`src/rtl/ex_multdiv_iter.sv`:
```
// Iterative RISC-V M-extension unit: shift-add multiply and restoring divide.
// Fixed WIDTH-cycle CALC phase, one-cycle sign fix-up, DONE holds until the consumer takes it.
module ex_multdiv_iter #(
  parameter int WIDTH = 32,
  parameter int OP_W  = 3
) (
  input  logic             clk_i,
  input  logic             rst_ni,
  input  logic             valid_i,
  output logic             ready_o,
  input  logic [OP_W-1:0]  op_i,
  input  logic [WIDTH-1:0] op_a_i,
  input  logic [WIDTH-1:0] op_b_i,
  input  logic             kill_i,
  output logic             valid_o,
  input  logic             ready_i,
  output logic [WIDTH-1:0] result_o,
  output logic             busy_o
);

  localparam int CNT_W = $clog2(WIDTH) + 1;
  localparam logic [CNT_W-1:0] LAST = CNT_W'(WIDTH - 1);

  typedef enum logic [1:0] {IDLE, CALC, FIX, DONE} state_t;

  state_t           state, state_nxt;
  logic [CNT_W-1:0] cnt;
  logic             accept;

  logic [OP_W-1:0]  op_q;
  logic             neg_a_q, neg_b_q, b_zero_q;
  logic [WIDTH-1:0] a_q, addend_q, hi_q, lo_q;

  logic             sgn_a, sgn_b, in_neg_a, in_neg_b;
  logic [WIDTH-1:0] mag_a, mag_b, fix_res;
  logic [WIDTH:0]   mul_sum, div_trial, div_diff;
  logic [2*WIDTH-1:0] prod_s;

  function automatic logic [WIDTH-1:0] cond_neg(input logic [WIDTH-1:0] x, input logic neg);
    return neg ? -x : x;
  endfunction

  function automatic logic [2*WIDTH-1:0] cond_neg2(input logic [2*WIDTH-1:0] x, input logic neg);
    return neg ? -x : x;
  endfunction

  // Operand sign decode and magnitudes at the request boundary
  always_comb begin
    sgn_a    = (op_i == 3'b001) || (op_i == 3'b010) || (op_i == 3'b100) || (op_i == 3'b110);
    sgn_b    = (op_i == 3'b001) || (op_i == 3'b100) || (op_i == 3'b110);
    in_neg_a = sgn_a & op_a_i[WIDTH-1];
    in_neg_b = sgn_b & op_b_i[WIDTH-1];
    mag_a    = cond_neg(op_a_i, in_neg_a);
    mag_b    = cond_neg(op_b_i, in_neg_b);
  end

  // One iteration step: hi_q:lo_q is the product, or remainder:dividend/quotient
  always_comb begin
    mul_sum   = {1'b0, hi_q} + (lo_q[0] ? {1'b0, addend_q} : '0);
    div_trial = {hi_q, lo_q[WIDTH-1]};
    div_diff  = div_trial - {1'b0, addend_q};
    prod_s    = cond_neg2({hi_q, lo_q}, neg_a_q ^ neg_b_q);
  end

  always_comb begin
    if (!op_q[2])
      fix_res = (op_q[1:0] == 2'b00) ? prod_s[WIDTH-1:0] : prod_s[2*WIDTH-1:WIDTH];
    else if (b_zero_q)
      fix_res = op_q[1] ? a_q : '1;
    else if (op_q[1])
      fix_res = cond_neg(hi_q, neg_a_q);
    else
      fix_res = cond_neg(lo_q, neg_a_q ^ neg_b_q);
  end

  always_ff @(posedge clk_i or negedge rst_ni) begin
    if (!rst_ni) state <= IDLE;
    else         state <= state_nxt;
  end

  always_comb begin
    state_nxt = state;
    if (kill_i) begin
      state_nxt = IDLE;
    end else begin
      case (state)
        IDLE:    if (valid_i) state_nxt = CALC;
        CALC:    if (cnt == LAST) state_nxt = FIX;
        FIX:     state_nxt = DONE;
        DONE:    if (ready_i) state_nxt = valid_i ? CALC : IDLE;
        default: state_nxt = IDLE;
      endcase
    end
  end

  always_comb begin
    ready_o = (state == IDLE) || ((state == DONE) && ready_i);
    valid_o = (state == DONE);
    busy_o  = (state != IDLE);
    accept  = valid_i && ready_o && !kill_i;
  end

  always_ff @(posedge clk_i or negedge rst_ni) begin
    if (!rst_ni) begin
      cnt      <= '0;
      result_o <= '0;
    end else begin
      if (accept)              cnt <= '0;
      else if (state == CALC)  cnt <= cnt + CNT_W'(1);
      if (state == FIX && !kill_i) result_o <= fix_res;
    end
  end

  // Datapath registers carry no reset; they are always loaded on acceptance
  always_ff @(posedge clk_i) begin
    if (accept) begin
      op_q     <= op_i;
      a_q      <= op_a_i;
      neg_a_q  <= in_neg_a;
      neg_b_q  <= in_neg_b;
      b_zero_q <= (op_b_i == '0);
      addend_q <= op_i[2] ? mag_b : mag_a;
      lo_q     <= op_i[2] ? mag_a : mag_b;
      hi_q     <= '0;
    end else if (state == CALC) begin
      if (!op_q[2]) begin
        hi_q <= mul_sum[WIDTH:1];
        lo_q <= {mul_sum[0], lo_q[WIDTH-1:1]};
      end else if (!div_diff[WIDTH]) begin
        hi_q <= div_diff[WIDTH-1:0];
        lo_q <= {lo_q[WIDTH-2:0], 1'b1};
      end else begin
        hi_q <= div_trial[WIDTH-1:0];
        lo_q <= {lo_q[WIDTH-2:0], 1'b0};
      end
    end
  end

endmodule

```
`config.mk`:
```
export PLATFORM = sky130hd
export DESIGN_NAME = ex_multdiv_iter
export DESIGN_NICKNAME = d
export VERILOG_FILES = /design/src/rtl/ex_multdiv_iter.sv
export SDC_FILE = /design/constraint.sdc
export NUM_CORES = 1
export LEC_CHECK = 0
export ABC_CLOCK_PERIOD_IN_PS = 5450
export BUFFER_PORTS_ARGS = -buffer_cell sky130_fd_sc_hd__buf_2
export CAP_MARGIN = 5
export CORE_UTILIZATION = 30
export DETAILED_ROUTE_END_ITERATION = 6
export PLACE_DENSITY = 0.54
export SETUP_SLACK_MARGIN = 0.15
export SLEW_MARGIN = 20
export SYNTH_ARGS = -nofsm -noshare
export SYNTH_HDL_FRONTEND = slang
export SYNTH_SLANG_ARGS = --single-unit
```
`constraint.sdc`:
```
create_clock -name clk_i -period 5.45 [get_ports clk_i]
set_input_delay 0.545 -clock clk_i [delete_from_list [all_inputs] [get_ports clk_i]]
set_output_delay 0.545 -clock clk_i [all_outputs]
set_load 0.02 [all_outputs]
```
# Yosys cells after proc, flatten, opt, wreduce, memory -nomap -nowiden
# Index checks and enable logic that the tools add are counted.
[op_classes] addsub=8 eq_ne=11 n_mux=27 bitwise_logic=3 reduce_logical=17
[ops] operator="32-bit two-way mux" count=17
[ops] operator="32-bit negation" count=4
[ops] operator="64-bit two-way mux" count=1
[ops] operator="64-bit negation" count=1
[ops] operator="32-bit by 32-bit adder with 33-bit output" count=1
[ops] operator="33-bit by 32-bit subtractor with 33-bit output" count=1
[ops] operator="32-bit logical NOT" count=1
[ops] operator="6-bit two-way mux" count=2
[ops] operator="2-bit two-way mux" count=4
[ops] operator="2-bit one-hot mux with 4 select lines" count=1
[ops] operator="6-bit by 1-bit adder with 6-bit output, second input constant" count=1
[ops] operator="3-bit == test, second input constant" count=2
[ops] operator="6-bit by 5-bit == test with 1-bit output, second input constant" count=1
[ops] operator="1-bit logical OR" count=6
[ops] operator="3-bit != test, second input constant" count=2
[ops] operator="2-bit == test, second input constant" count=2
[ops] operator="1-bit logical AND" count=4
[ops] operator="2-bit logical NOT" count=2
[ops] operator="2-bit nonzero test" count=2
[ops] operator="3-bit by 1-bit == test with 1-bit output, second input constant" count=1
[ops] operator="3-bit by 2-bit == test with 1-bit output, second input constant" count=1
[ops] operator="3-bit by 2-bit != test with 1-bit output, second input constant" count=1
[ops] operator="3-bit AND reduction" count=1
[ops] operator="1-bit AND" count=2
[ops] operator="4 further kinds" count=5
[word_totals] ff_bits=174 input_bits=72 output_inout_bits=35 elab_cells=77

# Longest topological paths before layout
[logic_depth] word_depth=8 ltp_mapped=15 mapped_depth_nobuf=13

# Worst setup path after synthesis
# No wires, ideal clock.
[synth_timing] path_type="register to register" from="register state[0]" to="register lo_q[0], data pin" setup_time_ps=371 arrival_time_ps=3671 required_time_ps=5079 slack_ps=1408 stages_incl_launch_ff=9 n_path_buf=2 period_less_slack_ps=4042 path_cell_list="dfrtp_1 ha_1 a21oi_1 inv_1 nand3b_1 inv_1 clkbuf_1 clkbuf_1 a21oi_1"
[synth_between] elab_chain_cells=6 elab_cells_between_ends=7 cone_classes="1 x eq/ne; 1 x mux; 5 x reduce/logical"
[synth_rtl] element="start: declaration" line="26" rtl="state_t state, state_nxt;"
[synth_rtl] element="start signal: assignment" line="78" rtl="else state <= state_nxt;"
[synth_rtl] element="2-bit == test"
[synth_rtl] element="via valid_o" line="15" rtl="output logic valid_o,"
[synth_rtl] element="1-bit logical AND" line="97" rtl="ready_o = (state == IDLE) || ((state == DONE) && ready_i);"
[synth_rtl] element="1-bit logical OR" line="97"
[synth_rtl] element="via ready_o" line="10" rtl="output logic ready_o,"
[synth_rtl] element="1-bit logical AND (2 in a row)" line="100" rtl="accept = valid_i && ready_o && !kill_i;"
[synth_rtl] element="via accept" line="28" rtl="logic accept;"
[synth_rtl] element="32-bit two-way mux" line="116" rtl="if (accept) begin"
[synth_rtl] element="end signal: assignment" line="123" rtl="lo_q <= op_i[2] ? mag_a : mag_b;"
[synth_rtl] element="end signal: assignment" line="128" rtl="lo_q <= {mul_sum[0], lo_q[WIDTH-1:1]};"
[synth_rtl] element="end signal: assignment" line="131" rtl="lo_q <= {lo_q[WIDTH-2:0], 1'b1};"
[synth_rtl] element="end: declaration" line="32" rtl="logic [WIDTH-1:0] a_q, addend_q, hi_q, lo_q;"
# The timed path passes the listed nets, and every way through them passes these cells.
# A chain may end at the register's enable or synchronous reset.

# Worst setup path in the final report
[layout_timing] from="register hi_q[0]" to="register hi_q[10]"
[layout_between] elab_chain_cells=3 elab_cells_between_ends=4 cone_classes="2 x add/sub; 2 x mux"
[layout_rtl] element="start: declaration" line="32"
[layout_rtl] element="start signal: assignment" line="127" rtl="hi_q <= mul_sum[WIDTH:1];"
[layout_rtl] element="start signal: assignment" line="130" rtl="hi_q <= div_diff[WIDTH-1:0];"
[layout_rtl] element="start signal: assignment" line="133" rtl="hi_q <= div_trial[WIDTH-1:0];"
[layout_rtl] element="33-bit by 32-bit subtractor with 33-bit output" line="61" rtl="div_diff = div_trial - {1'b0, addend_q};"
[layout_rtl] element="32-bit two-way mux" line="129" rtl="end else if (!div_diff[WIDTH]) begin"
[layout_rtl] element="32-bit two-way mux (*)" line="126" rtl="if (!op_q[2]) begin"
# Mark *: on every way between the ends. The rest lies on a longest branch, timed or not.

==> run summary <==
Layout Skew -> 17.14 ps
Critical Path Start Type -> flop
Placed cell area -> 16880 um2
Slowest stage delay, CP -> 600 ps
Min Tclk post-route -> 4138 ps
# setup viols final -> 0
Gr usage total -> 22.10%
YS warnings -> 0
MaxCap Viol Count -> 0
CTS tree -> done
Die width -> 230.7 um
Slew HR -> 33.94%
Drt first pass iters -> 5
Port Buf Inserts -> 106
Max Clk Rate -> 0.2417 GHz
Largest net degree at the start of global routing -> 57
Cell Chain, Critical Path -> inv_1 > fa_1 > nand2b_1 > a21oi_1 > o21bai_2 > a21oi_1 > a211o_1 > nor4b_2 > nor3_4 > buf_12 > mux2_2 > a21oi_1 > a21oi_1
Setup Fix Bufs, Post-CTS -> 0
Die Height -> 230.7 um
Vias per cell -> 5.653
Mapped Avg Cell Area -> 8.311 um2
Initial Util -> 30.46%
DP Wirelength -> 46420 um
Clock Root Buffer -> clkbuf_16
CTS buffer count -> 17
Period utilization -> 75.92%
I/O pin count -> 107
Sum Neg Setup Slack -> 0 ps
Final net count -> 2078
Status -> finished, final reports clean
1st-iter DRT viols -> 1532
Antenna violations before repair -> 0
CP max FO -> 34
Register area share after synthesis -> 29.98%
R2R depth -> 13
Post-synthesis register bit count -> 174
Area contributors post-synth -> edfxtp_1 (20%), mux2i_1 (7.2%), dfrtp_1 (6.4%)
Mapped cell area -> 15690 um2
DRC errors left -> 0
Layout area overhead -> 11.31%
Post-Syn Nets -> 2036
Antenna Nets Post-Route -> 0
Routability cong. -> 0.9323
Count leader, synth -> nor2_1
Post-synthesis cell type count -> 87
Final Cell Area -> 17470 um2
Clock Sinks -> 174
Routed len/inst -> 22.71 um
Share of the synthesized area in the top cell type -> 19.52%
Global route overflow -> 0
Vias in the first global route -> 13880
LEAKAGE -> 7.066 nW
Total power -> 9.718 mW
Clock transition at path regs -> 80 ps
Drt total wl -> 59570 um
Post-synth top cells -> nor2_1 (191), a21oi_1 (189), nand2_1 (164)
Pwr/cell area -> 556.4 nW/um2
# resized after CTS -> 0
RSZ-0062 raised after global routing -> no
Actual slew at the worst max-slew pin -> 990.9 ps
Antenna cells -> 0
Multi-input combinational cell area -> 10280 um2
Die Footprint -> 53220 um2
Max clock buf depth -> 2
Synth async-reset ratio -> 22.99%
Crit Path Category -> reg2reg
First-pass GRT wire length -> 87860 um
H-tree levels -> 4
Maximum VDD drop -> 0.1875 mV
Worst setup EP type -> flop
Slowest CP cell -> nor3_4
Layout filler cell count -> 5437
Worst Path Required -> 5790 ps
Clk_lat worst skew -> 480 ps
Most used DFF post-synth -> edfxtp_1
FP Rows -> 83
Final slew viol count -> 0
CP arrival -> 4470 ps
Core box area -> 51510 um2
EDFF count, synth -> 102
CP dominant cell by count -> a21oi_1
DR vias -> 14828
Cells after Synth -> 1888
HP Class -> in2async
Share of cells above drive strength 1 -> 11.53%
Final hold vios -> 0
Sequential Area -> 4705 um2
Hold-fix buffers at CTS -> 0
Area leader, netlist -> edfxtp_1
[cells in the final DEF, fill, tap and decap left out, drive strengths merged, types with 9 or more instances in the layout]
master,count
clkbuf,17
a21oi,189
a211oi,29
dfrtp,40
nor4,23
o41ai,9
o211ai,20
a21o,28
ha,74
inv,75
buf,138
nor3,46
o21a,10
mux2i,113
a31o,11
edfxtp,102
nand3,32
dfxtp,32
or4,15
xor2,101
nor2b,13
nand2b,20
xnor2,108
o31ai,17
or3,17
nand2,165
a31oi,15
a221oi,17
clkinv,9
nor2,191
o21ai,139
and2,9
[kinds of logic after synthesis]
kind of cell             share of synthesized area (%)
adder cells (fa/ha/maj)                          6.156
AO/OA/AOI/OAI                                    22.29
flip-flops                                       29.98
XOR/XNOR                                         11.67
buffers and inverters                            4.617
AND/OR/NAND/NOR                                  17.65
multiplexers                                     7.639
[worst paths after layout]
kind,endpoint,slack [ps],from
worst max-delay path,hi_q[10]$_SDFFE_PP0P_,1310,hi_q[0]$_SDFFE_PP0P_
worst min-delay path,state[1]$_DFFE_PN0P_,230,rst_ni
worst max register to register,hi_q[10]$_SDFFE_PP0P_,1310,hi_q[0]$_SDFFE_PP0P_
worst min register to register,result_o[17]$_DFFE_PN0P_,490,result_o[17]$_DFFE_PN0P_
max in group asynchronous,result_o[4]$_DFFE_PN0P_,4590,rst_ni
min in group clk_i,op_q[1]$_DFFE_PP_,290,op_i[1]
[report_power, final]
part / switching (mW) / internal [mW] / total (mW)
logic: 3.61 / 2.21 / 5.83
clock network: 0.648 / 0.615 / 1.26
registers: 0.672 / 1.96 / 2.63
[sequential cells by signal, indices dropped and copies added, names as in the netlist, 2 cells and up]
name	cells
hi_q	32
a_q	32
result_o	32
lo_q	32
addend_q	32
op_q	3
cnt	6
state	2
[through the flow]
stage | setup WS, ps | hold WS [ps] | std cells | util (%)
after global placement | 1425 | 471.8 | 2591 | 32.77
after detailed placement | 1413 | 483.4 | 2591 | 32.77
after global routing | 1127 | 282.5 | 2623 | 33.91
final | 1312 | 230.6 | 2623 | 33.91
after CTS | 1399 | 245.2 | 2623 | 33.91
after floorplan | 1408 | 249.4 | 1888 | -
[layer usage]
layer | vias to the layer above | part of all wire [%] | GRT usage (%) | routed length [um]
met5 | - | 0 | 0 | 0
met3 | 83 | 6.0 | 3.582 | 3553
met1 | 7203 | 46 | 30.17 | 27300
met2 | 562 | 45 | 35.16 | 26980
li1 | 6980 | - | - | -
met4 | 0 | 2.9 | 7.637 | 1739
[cell type report]
class | count | area share, %
flip-flops and latches | 174 | 26.94
clock buffers | 17 | 2.436
clock inverters | 15 | 0.9170
inverters | 69 | 1.497
repair buffers | 138 | 4.485
multi-input cells | 1530 | 58.86
well taps | 680 | 4.871
[critical path: cells and delay by family, from the launching register on]
kind | cells | cell delay, ps
compound gates | 6 | 1190
simple gates | 3 | 880
buf+inv | 2 | 550
flops | 1 | 540
fa+ha+maj | 1 | 470
mux | 1 | 360
Note: power is estimated with default switching activity, not from simulation.
